===== src/rtl/mdu_seq.sv =====
// mdu_seq: sequencer that issues one multiply/divide to an external MDU, waits a fixed latency and returns the result with XER/CR0 status.
//   Parameters: MUL_LAT and DIV_LAT set the accept-to-result latency (1..63) for each op class.
//     ARCH_WIDTH and MDUOp_WIDTH set the operand and opcode widths.
//   Ports:
//     clk, rst_n (async, active-low)   clock and reset
//     flush                            abort any operation in flight
//     start, op, srcA, srcB, oe, rc    issue request
//     busy                             high from accept until the result is consumed
//     mdu_A, mdu_B, mdu_Op, mdu_C, mdu_D   MDU operands/op out, result and flags in
//     res_valid, res_ready             result handshake
//     res_data, res_ov, res_so, res_cr0    result value and status
//     res_xer_we, res_cr0_we           XER and CR0 write enables
//   Bit 0 is the MSB on every vector.
//   Optional feature: define MDU_DIV0_EARLY_EN to finish divides by zero without waiting DIV_LAT.
module mdu_seq #(
  parameter int MUL_LAT     = 4,
  parameter int DIV_LAT     = 34,
  parameter int ARCH_WIDTH  = 32,
  parameter int MDUOp_WIDTH = 4
) (
  input  logic                    clk,
  input  logic                    rst_n,
  input  logic                    flush,
  input  logic                    start,
  input  logic [0:MDUOp_WIDTH-1]  op,
  input  logic [0:ARCH_WIDTH-1]   srcA,
  input  logic [0:ARCH_WIDTH-1]   srcB,
  input  logic                    oe,
  input  logic                    rc,
  output logic                    busy,
  output logic [0:ARCH_WIDTH-1]   mdu_A,
  output logic [0:ARCH_WIDTH-1]   mdu_B,
  output logic [0:MDUOp_WIDTH-1]  mdu_Op,
  input  logic [0:ARCH_WIDTH-1]   mdu_C,
  input  logic [0:3]              mdu_D,
  output logic                    res_valid,
  input  logic                    res_ready,
  output logic [0:ARCH_WIDTH-1]   res_data,
  output logic                    res_ov,
  output logic                    res_so,
  output logic [0:3]              res_cr0,
  output logic                    res_xer_we,
  output logic                    res_cr0_we
);
  localparam logic [0:MDUOp_WIDTH-1] OP_MULH  = MDUOp_WIDTH'(1);
  localparam logic [0:MDUOp_WIDTH-1] OP_MULHU = MDUOp_WIDTH'(2);
  localparam logic [0:MDUOp_WIDTH-1] OP_MULW  = MDUOp_WIDTH'(3);
  localparam logic [0:MDUOp_WIDTH-1] OP_DIVW  = MDUOp_WIDTH'(4);
  localparam logic [0:MDUOp_WIDTH-1] OP_DIVWU = MDUOp_WIDTH'(5);
  typedef enum logic [1:0] {IDLE, EXEC, DONE} state_t;
  state_t state, state_nx;
  logic [5:0] cnt;
  logic [0:MDUOp_WIDTH-1] op_q;
  logic [0:ARCH_WIDTH-1] a_q, b_q;
  logic oe_q, rc_q, so, cr_lt, cr_gt, cr_eq;
  logic is_mul, is_div, accept, capture, div0;
  // Only the OV flag of mdu_D is consumed; CR0 is rebuilt from the captured value.
  logic unused_d;
  assign unused_d = ^mdu_D[1:3];
  always_comb begin
    is_mul = op == OP_MULH || op == OP_MULHU || op == OP_MULW;
    is_div = op == OP_DIVW || op == OP_DIVWU;
    accept = state == IDLE && start && (is_mul || is_div) && !flush;
    capture = state == EXEC && cnt == 6'd0 && !flush;
`ifdef MDU_DIV0_EARLY_EN
    div0 = is_div && srcB == '0;
`else
    div0 = 1'b0;
`endif
    state_nx = flush ? IDLE :
               accept ? (div0 ? DONE : EXEC) :
               capture ? DONE :
               (state == DONE && res_ready) ? IDLE : state;
  end
  always_ff @(posedge clk or negedge rst_n)
    if (!rst_n) state <= IDLE;
    else state <= state_nx;
  always_ff @(posedge clk or negedge rst_n) begin
    if (!rst_n) begin
      cnt <= '0;
      op_q <= '0;
      a_q <= '0;
      b_q <= '0;
      oe_q <= 1'b0;
      rc_q <= 1'b0;
      res_data <= '0;
      res_ov <= 1'b0;
      so <= 1'b0;
      cr_lt <= 1'b0;
      cr_gt <= 1'b0;
      cr_eq <= 1'b0;
    end else if (flush) begin
      cnt <= '0;
    end else if (accept) begin
      op_q <= op;
      a_q <= srcA;
      b_q <= srcB;
      oe_q <= oe;
      rc_q <= rc;
      cnt <= is_div ? 6'(DIV_LAT - 1) : 6'(MUL_LAT - 1);
      if (div0) begin
        res_data <= '0;
        res_ov <= 1'b1;
        cr_lt <= 1'b0;
        cr_gt <= 1'b0;
        cr_eq <= 1'b1;
        if (oe) so <= 1'b1;
      end
    end else if (capture) begin
      res_data <= mdu_C;
      res_ov <= mdu_D[0];
      cr_lt <= mdu_C[0];
      cr_gt <= !mdu_C[0] && |mdu_C;
      cr_eq <= mdu_C == '0;
      if (oe_q && mdu_D[0]) so <= 1'b1;
    end else if (state == EXEC) begin
      cnt <= cnt - 6'd1;
    end
  end
  always_comb begin
    busy = state != IDLE;
    res_valid = state == DONE;
    mdu_A = busy ? a_q : '0;
    mdu_B = busy ? b_q : '0;
    mdu_Op = busy ? op_q : '0;
    res_so = so;
    res_cr0 = {cr_lt, cr_gt, cr_eq, so};
    res_xer_we = oe_q && res_valid;
    res_cr0_we = rc_q && res_valid;
  end
endmodule


===== config.mk =====
export PLATFORM = sky130hd
export DESIGN_NAME = mdu_seq
export DESIGN_NICKNAME = d
export VERILOG_FILES = /design/src/rtl/mdu_seq.sv
export SDC_FILE = /design/constraint.sdc
export NUM_CORES = 1
export LEC_CHECK = 0
export ABC_AREA = 0
export CAP_MARGIN = 20
export CORE_MARGIN = 10
export CORE_UTILIZATION = 38
export DETAILED_ROUTE_END_ITERATION = 16
export PLACE_DENSITY_LB_ADDON = 0.12
export SLEW_MARGIN = 20
export SYNTH_ARGS = -nofsm -noshare
export SYNTH_HDL_FRONTEND = slang
export SYNTH_SLANG_ARGS = --single-unit

===== constraint.sdc =====
create_clock -name clk -period 2.1 [get_ports clk]
set_input_delay 0.42 -clock clk [delete_from_list [all_inputs] [get_ports clk]]
set_output_delay 0.42 -clock clk [all_outputs]
set_load 0.05 [all_outputs]

After elaboration in Yosys (flattened, before gate mapping). Index checks and enable logic that the tools add are counted.

Add/sub/neg operators: 1. Eq/ne operators: 8. Muxes and demuxes: 12. Bitwise operators: 2. Reductions and logical operators: 27.

Operators by type and width (number): $mux W32 (2); $logic_not A32 Y1 (1); $reduce_or A32 Y1 (1); $mux W6 (5); $logic_and A1 B1 Y1 (10); $eq A4 B2 Y1 const B (2); $eq A4 B3 Y1 const B (2); $mux W2 (4); $logic_not A6 Y1 (1); $sub A6 B1 Y6 const B (1); $eq A4 B1 Y1 const B (1); $logic_or A1 B1 Y1 (4); $mux W4 (1); $reduce_and A2 Y1 (2); $reduce_and A4 Y1 (1); $reduce_bool A4 Y1 (1); $ne A3 B3 Y1 const B (1); $reduce_and A3 Y1 (1); $reduce_bool A3 Y1 (1); $eq A2 B1 Y1 const B (1); $eq A2 B2 Y1 const B (1); $logic_not A1 Y1 (2); $logic_not A2 Y1 (1); $not A1 Y1 (2); $reduce_bool A2 Y1 (1).

Register bits after elaboration: 115. Input port bits: 111. Output and inout bits: 110. Word-level logic and storage cells: 63.

Longest topological paths before layout.
Depth in word-level cells: 8. Depth in mapped cells: 8. Gate-level depth less buffers: 6.

Worst setup path after synthesis. No wires, ideal clock.

Path type: flip-flop to output port. Start: reg state[0]. End: out mdu_A[10] (netlist bit). Arrival time: 1.804 ns. Data required time: 1.680 ns. Slack: -0.124 ns. Cell stages (with the launch flop): 5. Buffers on the path: 2. Path through: dfrtp_1 -> or2_2 -> clkbuf_1 -> clkbuf_1 -> and2_1.

Cells in the longest elaborated chain, start to end: 2.

RTL lines: start, declared (line 51) `state_t state, state_nx;`; start signal, assigned (line 77) `else state <= state_nx;`; $reduce_bool A2 Y1 (line 121) `busy = state != IDLE;`; net busy (line 30) `output logic busy,`; $mux W32 (line 123) `mdu_A = busy ? a_q : '0;`; end, declared (line 31) `output logic [0:ARCH_WIDTH-1] mdu_A,`.

The timed path passes the listed nets, and every way through them passes these cells.

Worst setup path in the final report.
Start: reg state[0]. End: reg b_q[14] (netlist bit).

Cells in the longest elaborated chain, start to end: 5.

RTL lines: $logic_not A2 Y1 (line 63) `accept = state == IDLE && start && (is_mul || is_div) && !flush;`; $logic_and A1 B1 Y1 (3 in series) (line 63); $reduce_and A2 Y1 (no line); end signal, assigned (line 97) `b_q <= srcB;`; end, declared (line 54) `logic [0:ARCH_WIDTH-1] a_q, b_q;`.

No other way between the ends. A chain may end at the register's enable or synchronous reset.

==> results.py <==
metrics = {
    "status": {
        "outcome": "complete, but fails checks",
        "violations": "setup timing",
    },
    "timing": {
        "fin_crit_sh_pct": 106,
        "drv_slew": 0,
        "hold_violations": 0,
        "finalSetupViolations": 136,
        "relSlewSlack_pct": 59.0,
        "tns_ns": -9.22,
        "rsz0062_at_grt": "true",
        "tightest_slew_ns": 0.616,
        "fmax_ghz": 0.448,
        "fin_skew_ns": 0.00663,
        "layout_min_cycle_time_ns": 2.23,
        "setup_slack_ns": -0.130,
    },
    "power": {
        "power.total_mw": 10.8,
        "swShare_pct": 36.6,
        "power_switching_mw": 3.95,
        "powerDensity_nw_per_um2": 1160,
        "p_leak_nw": 4.00,
        "pwr-share-clk_pct": 24.6,
        "seq_power_share_pct": 30.9,
        "pwr-share-comb_pct": 44.5,
        "vdd_ir_drop_max_v": 0.000958,
        "p_int_mw": 6.83,
    },
    "cells_and_area": {
        "fill_cells": 900,
        "synthToLayoutAreaGrowth_pct": 83.8,
        "nets": 734,
        "fin_util_pct": 70.5,
        "drive_above_1_share_pct": 49.4,
        "postLayoutCellArea_um2": 9260,
        "antenna_cells": 0,
    },
    "grt": {
        "grt_remaining_overflow": 0,
        "antenna_found_initial": 0,
        "first_global_vias": 4201,
        "grt_pass1_wl_mm": 23.5,
        "grt_util_all_layers_pct": 16.7,
        "grt_max_degree": 115,
    },
    "die": {
        "die_x_um": 135,
        "core_um2": 13100,
        "rows": 42,
        "die_area_um2": 18300,
        "die_h_um": 135,
        "initial_utilization_pct": 38.3,
        "ios": 221,
    },
    "detailed_routing": {
        "ant_nets": 0,
        "routedWlPerCell_um": 20.5,
        "via_count": 3975,
        "drc": 0,
        "viasPerCell": 4.91,
        "drtIter0Drc": 125,
        "drt_pre_antenna_iters": 4,
        "drt-total-wl_mm": 16.6,
    },
    "synthesis": {
        "synth_compound_area_share_pct": 2.06,
        "ys_seq_area_share_pct": 56.6,
        "synth_area_leaders": "dfrtp_1 (57%), mux2_2 (22%), and2_1 (8.7%)",
        "synth.avg_cell_area_um2": 13.5,
        "synth_fa_ha_area_share_pct": 0.497,
        "yosys-top-cells-count": "dfrtp_1 (114), mux2_2 (98), and2_1 (70)",
        "synth_top_flop_cell": "dfrtp_1",
        "async_flop_share_pct": 100,
        "yosysWarnings": 0,
        "synthMuxAreaShare_pct": 23.0,
        "synthesis.area_um2": 5040,
        "synthCells": 373,
        "syn_nets": 486,
        "synthXorXnorAreaFrac_pct": 0.695,
        "yosys.area.top_type": "dfrtp_1",
        "synth_top_family_by_area": "multiplexers",
        "synth.most_common_cell": "dfrtp_1",
        "synth_edf_count": 0,
        "synth.distinct_cells": 37,
        "synth_top_area_share_pct": 56.6,
        "synthSimpleGateAreaFrac_pct": 13.2,
        "synth.ff_latch_count": 114,
    },
    "worst_setup_path": {
        "critPathLaunchType": "register",
        "endpoint_kind": "register",
        "worstPathCellList": "buf_6 -> or4b_4 -> a211o_4 -> nor2_8 -> buf_12 -> mux2_2",
        "arrival_ns": 2.51,
        "cp_top_family": "simple AND/OR/NAND/NOR gates",
        "path_buf_inv": 2,
        "worstSetupPathType": "reg2reg",
        "worst-path-max-fanout": 28,
        "cp_slowest_cell": "or4b_4",
        "slowest_delay_ns": 0.48,
        "required_ns": 2.38,
    },
    "clocking": {
        "cts_hold_buf": 0,
        "clk_pin_slew_ns": 0.05,
        "h-tree-depth": 4,
        "cts_inserted_buffers": 17,
        "clk_path_buf_depth": 2,
        "clk_latency_ns": 0.40,
        "root_buffer": "clkbuf_16",
        "cts_sinks": 114,
        "cts_tree": "done",
    },
    "placed_design": {
        "numPortBuffers": 217,
        "gp_congestion": 0.770,
        "place_ws_ns": -0.537,
        "dp_hpwl_mm": 11.5,
        "place_area_um2": 8200,
    },
    "hold_path": {
        "worstHoldPathType": "in2async",
    },
    "flow_run": {
        "maxCapViolCount": 0,
    },
}
## registers in the layout (all words and copies together), names as in the netlist
register and flops:
state 2, cr_gt 1, rc_q 1, cr_eq 1, res_data 32, a_q 32
res_so 1, cnt 6, res_ov 1, oe_q 1, op_q 4, b_q 32
## per-layer routing
layer | wire length (um) | GRT usage, % | up-vias
met4 | 203 | 5.68 | 0
met3 | 1650 | 8.94 | 15
met2 | 8290 | 27.4 | 166
met5 | 0 | 0 | -
li1 | - | - | 1782
met1 | 6490 | 18.1 | 2012
## cells in the final DEF, fill, tap and decap left out, drive strengths merged, types with 2 or more instances in the layout
master,count
clkdlybuf4s50,142
dfrtp,114
buf,104
mux2,103
and2,70
clkbuf,33
nor4,8
inv,6
nor3,6
a211oi,4
clkinv,4
nor2b,4
xnor2,3
nand2,3
or2,3
nor2,3
nor3b,2
a21oi,2
nand4,2
ha,2
or4b,2
## kinds of logic after synthesis
| group | after synthesis |
|---|---|
| AOI/OAI and AO/OA | 14 |
| muxes | 103 |
| adders and majority gates | 2 |
| DFF | 114 |
| buffers and inverters | 31 |
| xor gates and xnor gates | 4 |
| and+or+nand+nor | 105 |
## power groups by stage
stage / Clock (mW) / Combinational, mW / Sequential [mW]
global placement: 0 / 4.45 / 3.27
detailed placement: 0 / 4.51 / 3.32
CTS: 2.69 / 4.66 / 3.31
floorplan: 0 / 1.57 / 4.35
finish: 2.65 / 4.80 / 3.33
global route: 2.82 / 5.00 / 3.42
## worst paths after layout
check | depth (start not counted) | end | slack, ns | startpoint
setup / recovery | 6 | b_q[14] | -0.13 | state[0]
hold / removal | 2 | b_q[21] | 0.11 | rst_n
setup reg to reg | 6 | b_q[14] | -0.13 | state[0]
hold reg to reg | 2 | cr_gt | 0.48 | cr_gt
max in group asynchronous | 2 | cr_gt | 1.54 | rst_n
min in group clk | 2 | cr_gt | 0.48 | cr_gt
## final cells by class
class	instances	area (um^2)	area share, %
Clock buffer	28	537	5.80
Clock inverter	4	20.0	0.216
Inverter	6	22.5	0.243
Multi-Input combinational cell	229	2200	23.8
Sequential cell	114	2850	30.8
Tap cell	176	220	2.38
Timing Repair Buffer	253	3400	36.7
## stage by stage
stage,std cells,hold WS (ns)
after global placement,762,0.460
after floorplan,373,0.124
final,810,0.114
after global routing,810,0.128
after CTS,800,0.138
after detailed placement,762,0.468
## what timing repair did
item,in CTS,in global routing
setup buffers,3,2
cloned,3,8
pin swaps,13,56
endpoints found under the setup margin,137,138
gates resized for setup,38,51
Note: power is estimated with default switching activity, not from simulation.
